--- src/rtl/mux4_rr_scheduler_if.sv ---
// Handshake bundle for the 4-requester round-robin 1-bit mux scheduler.
// The master side drives requests, data and back-pressure; the slave side is the scheduler.
interface mux4_rr_scheduler_if;
  logic [3:0] req;
  logic [3:0] din;
  logic       out_ready;
  logic [1:0] sel;
  logic [3:0] gnt;
  logic       y;
  logic       y_valid;
  logic       busy;

  modport master (
    output req, din, out_ready,
    input  sel, gnt, y, y_valid, busy
  );

  modport slave (
    input  req, din, out_ready,
    output sel, gnt, y, y_valid, busy
  );
endinterface

--- src/rtl/mux4_rr_scheduler.sv ---
// Round-robin 4:1 scheduler: grants one requester at a time, samples its data bit into a
// one-entry output register with ready/valid back-pressure, and releases after HOLD_MAX samples.
module mux4_rr_scheduler #(
  parameter int HOLD_MAX = 4
) (
  input  logic                 clk,
  input  logic                 rst,
  mux4_rr_scheduler_if.slave   bus
);

  typedef enum logic {
    IDLE  = 1'b0,
    GRANT = 1'b1
  } state_t;

  state_t     state;
  logic [1:0] last;
  logic [3:0] hold_cnt;
  logic [1:0] pick;
  logic       sample;
  logic       xfer;
  logic       last_sample;

  // First set request searching last+1, last+2, last+3, last (mod 4).
  function automatic logic [1:0] rr_pick(input logic [3:0] r, input logic [1:0] l);
    logic [1:0] idx;
    rr_pick = l;
    for (int k = 4; k >= 1; k--) begin
      idx = l + k[1:0];
      if (r[idx]) rr_pick = idx;
    end
  endfunction

  assign pick        = rr_pick(bus.req, last);
  assign xfer        = bus.y_valid & bus.out_ready;
  assign sample      = (state == GRANT) & bus.req[bus.sel] & (~bus.y_valid | bus.out_ready);
  assign last_sample = (hold_cnt == 4'(HOLD_MAX - 1));

  always_ff @(posedge clk) begin
    if (rst) begin
      state     <= IDLE;
      bus.gnt   <= 4'b0000;
      bus.sel   <= 2'd0;
      bus.y     <= 1'b0;
      bus.y_valid <= 1'b0;
      bus.busy  <= 1'b0;
      hold_cnt  <= 4'd0;
      last      <= 2'd3;
    end else begin
      case (state)
        IDLE: begin
          if (xfer) bus.y_valid <= 1'b0;
          if (|bus.req) begin
            state    <= GRANT;
            bus.busy <= 1'b1;
            bus.sel  <= pick;
            bus.gnt  <= 4'b0001 << pick;
          end
        end
        GRANT: begin
          if (sample) begin
            bus.y       <= bus.din[bus.sel];
            bus.y_valid <= 1'b1;
            if (last_sample) begin
              state    <= IDLE;
              bus.busy <= 1'b0;
              bus.gnt  <= 4'b0000;
              last     <= bus.sel;
              hold_cnt <= 4'd0;
            end else begin
              hold_cnt <= hold_cnt + 4'd1;
            end
          end else if (!bus.req[bus.sel]) begin
            // Requester withdrew: release without sampling, but still honour a pending transfer.
            if (xfer) bus.y_valid <= 1'b0;
            state    <= IDLE;
            bus.busy <= 1'b0;
            bus.gnt  <= 4'b0000;
            last     <= bus.sel;
            hold_cnt <= 4'd0;
          end
        end
        default: state <= IDLE;
      endcase
    end
  end

endmodule

--- src/flat_wrapper.sv ---
// flat-port wrapper written by rule: the top's interface ports become plain ports
module mux4_rr_scheduler_flat 
#(
  parameter int HOLD_MAX = 4
)
  (clk, rst, bus_req, bus_din, bus_out_ready, bus_sel, bus_gnt, bus_y, bus_y_valid, bus_busy);
  mux4_rr_scheduler_if bus_i ();
  input  logic clk;
  input  logic rst;
  input wire logic [$bits(bus_i.req)-1:0] bus_req;
  input wire logic [$bits(bus_i.din)-1:0] bus_din;
  input wire logic [$bits(bus_i.out_ready)-1:0] bus_out_ready;
  output wire logic [$bits(bus_i.sel)-1:0] bus_sel;
  output wire logic [$bits(bus_i.gnt)-1:0] bus_gnt;
  output wire logic [$bits(bus_i.y)-1:0] bus_y;
  output wire logic [$bits(bus_i.y_valid)-1:0] bus_y_valid;
  output wire logic [$bits(bus_i.busy)-1:0] bus_busy;
  assign bus_i.req = bus_req;
  assign bus_i.din = bus_din;
  assign bus_i.out_ready = bus_out_ready;
  assign bus_sel = bus_i.sel;
  assign bus_gnt = bus_i.gnt;
  assign bus_y = bus_i.y;
  assign bus_y_valid = bus_i.y_valid;
  assign bus_busy = bus_i.busy;
  mux4_rr_scheduler #(.HOLD_MAX(HOLD_MAX)) u_core (.clk(clk), .rst(rst), .bus(bus_i));
endmodule
--- config.mk ---
export PLATFORM = sky130hd
export DESIGN_NAME = mux4_rr_scheduler_flat
export DESIGN_NICKNAME = d
export VERILOG_FILES = /design/src/rtl/mux4_rr_scheduler_if.sv /design/src/rtl/mux4_rr_scheduler.sv /design/src/flat_wrapper.sv
export SDC_FILE = /design/constraint.sdc
export NUM_CORES = 1
export LEC_CHECK = 0
export ABC_AREA = 1
export CAP_MARGIN = 0
export CORE_MARGIN = 3
export CORE_UTILIZATION = 30
export CTS_CLUSTER_DIAMETER = 120
export DETAILED_ROUTE_END_ITERATION = 10
export GPL_TIMING_DRIVEN = 1
export SYNTH_ARGS = -nofsm -noshare
export SYNTH_HDL_FRONTEND = slang
export SYNTH_SLANG_ARGS = --single-unit
export TNS_END_PERCENT = 30
--- constraint.sdc ---
create_clock -name clk -period 1.7 [get_ports clk]
set_input_delay 0.255 -clock clk [delete_from_list [all_inputs] [get_ports clk]]
set_output_delay 0.255 -clock clk [all_outputs]
set_load 0.01 [all_outputs]
==> run_results.csv <==
group,metric,value,unit
status,run_status,"finished clean",
place,place.detailed.hpwl,1730,µm
floorplanning,die_w,62.6,µm
cts,cts_max_level,1,
detailed_routing,dr.first_iter.drc_count,82,
synthesis,synth_seq_area_share,0.333,
detailed_routing,wire_per_inst,10.1,µm
setup_path,crit_type,"reg2out",
global_route,grt_max_degree,10,
detailed_routing,routed_wl,2180,µm
cts,cts_sinks,16,
global_route,grt_pass1_vias,899,
detailed_routing,postRouteAntennaNets,0,
place,portBuffers,19,
cts,insertion_delay,0.29,ns
timing,fin_tns_setup,0,ns
global_route,overflow,0,
detailed_routing,routed_via_density,4.50,
synthesis,yosysWarnings,0,
cts,ctsHoldBuffers,0,
global_route,grt_antenna_before_repair,0,
setup_path,cp-start-kind,"flop",
floorplanning,fp.dieH,62.6,µm
timing,period_minus_slack,1.60,ns
global_route,track_usage,0.123,
place,place_congestion,0.783,
pwr,finalPower,1.77,mW
setup_path,critPathMaxFanout,6,
detailed_routing,drc,0,
synthesis,ys_ff_latch,16,
timing,fin_crit_sh,0.943,
setup_path,cp-end-kind,"primary output",
cts,cts_max_path_buffers,2,
pwr,power_leakage,0.572,nW
floorplanning,ios,20,
cts,cts_inserted_buffers,3,
global_route,grt_pass1_wl,3890,µm
detailed_routing,firstDrtPassIters,4,
timing,max_freq,624,MHz
timing,worstMarginPinSlew,0.392,ns
synthesis,yosysUniqueCellTypes,26,
synthesis,syn_inst,144,
timing,hold_ws,0.472,ns
pwr,power_density,1360,nW/µm²
synthesis,async_reset_ff_frac,0,
layout,fillers,306,
layout,post-route-util,0.449,
detailed_routing,vias,977,
floorplanning,start_util,0.331,
layout,final_layout_size_suffix_gt1_frac,0.240,
timing,slew_violations,0,
synthesis,synth_edf_count,0,
timing,rsz0062_at_grt,"false",
pwr,ir_drop,0.654,mV
synthesis,syn_area_per_cell,6.67,µm²
synthesis,synthFlopType,"dfxtp_1",
timing,relSlewSlack,0.738,
timing,setup_ws,0.0962,ns
floorplanning,dieArea,3920,µm²
cts,post_cts.repair.setup_buffers,0,
timing,setup_viol,0,
cts,clk_pin_slew_worst_paths,0.09,ns
place,post-place-ws,-0.0228,ns
floorplanning,core_area,2900,µm²
cts,clk_root_buffer_cell,"clkbuf_4",
synthesis,syn_area,961,µm²
layout,antenna_cells,0,
setup_path,worstPathArrival,1.35,ns
layout,multi_input_area,566,µm²
timing,skew,0.00340,ns
timing,finalHoldViolations,0,
layout,syn_to_final_growth,35.4,%
cts,cts_resized,1,
cts,cts_tree,"done",
flow_run,drv_cap,0,
worst_hold_path,hp-class,"reg2reg",
synthesis,synth_nets,156,
layout,nets,188,
layout,regArea,322,µm²
setup_path,required,1.44,ns
floorplanning,row_count,19,
==> cells in the final DEF, fill, tap and decap left out, types with 2 or more instances in the layout <==
cell type and count:
nand2_2 14, clkdlybuf4s50_1 19, a21oi_1 10, buf_4 10, inv_1 8, dfxtp_1 15, nor2_1 13, o21ai_0 5
nand3_1 13, a21oi_2 2, clkbuf_4 3, nor2_2 4, clkinv_1 2, inv_2 3, nand2_1 39, xor2_1 2
==> final timing paths <==
path                             startpoint  cells after the start  slack, ns                        endpoint
max          u_core.bus.sel[0]$_SDFFE_PP0P_                      2        0.1                      bus_sel[0]
max reg2reg     u_core.last[0]$_SDFFE_PP1P_                     11       0.18  u_core.bus.gnt[1]$_SDFFE_PP0P_
min reg2reg  u_core.bus.gnt[0]$_SDFFE_PP0P_                      2       0.47  u_core.bus.gnt[0]$_SDFFE_PP0P_
min          u_core.bus.gnt[0]$_SDFFE_PP0P_                      2       0.47  u_core.bus.gnt[0]$_SDFFE_PP0P_
==> registers in the layout (all words and copies together) (netlist names) <==
name,count
u_core.bus.busy,1
u_core.bus.y,1
u_core.hold_cnt,4
u_core.bus.sel,2
u_core.bus.y_valid,1
u_core.state,1
u_core.bus.gnt,4
u_core.last,2
==> through the flow <==
step	instances	instance area [µm²]
2_1_floorplan	144	961
3_3_place_gp	213	1260
3_5_place_dp	213	1260
4_1_cts	217	1300
5_1_grt	217	1300
6_report	217	1300
==> worst max-delay path, cell delays in order (launching register included) <==
cell,delay (ns)
dfxtp_2,0.39
buf_4,0.14
clkdlybuf4s50_1,0.53
==> routing by layer <==
layer | GRT usage | up-vias | part of all wire
li1 | - | 522 | -
met1 | 0.158 | 435 | 0.49
met2 | 0.188 | 16 | 0.46
met3 | 0.0252 | 4 | 0.033
met4 | 0.0744 | 0 | 0.023
met5 | 0 | - | 0
==> cells in the mapped netlist (3+ instances only) <==
master | count | area share
nand2_2 | 14 | 0.091
nand3_1 | 13 | 0.068
a21oi_1 | 10 | 0.052
inv_2 | 3 | 0.012
nor2_1 | 13 | 0.051
dfxtp_1 | 16 | 0.33
nand2_1 | 39 | 0.15
inv_1 | 8 | 0.031
nor2_2 | 4 | 0.026
o21ai_0 | 5 | 0.026
==> final cells by class <==
type	count	area share
Sequential cell	16	0.247
Inverter	14	0.0462
Timing Repair Buffer	29	0.204
Multi-Input combinational cell	112	0.435
Tap cell	42	0.0404
Clock buffer	4	0.0279
==> cell families (layout without fill, tap and decap cells) <==
kind of cell | after synthesis | after routing | share of synthesized area
XOR/XNOR | 2 | 2 | 0.0182
AO/OA/AOI/OAI | 20 | 20 | 0.119
flip-flops | 16 | 16 | 0.333
adder cells (fa/ha/maj) | 1 | 1 | 0.0130
AND/OR/NAND/NOR | 89 | 89 | 0.439
buffers and inverters | 16 | 47 | 0.0781
==> report_power, final <==
part	total, mW	switching (mW)	internal (mW)
Clock	0.258	0.127	0.131
Sequential	0.572	0.104	0.468
Combinational	0.937	0.505	0.432
No activity file was read; power rests on OpenSTA's default activity.
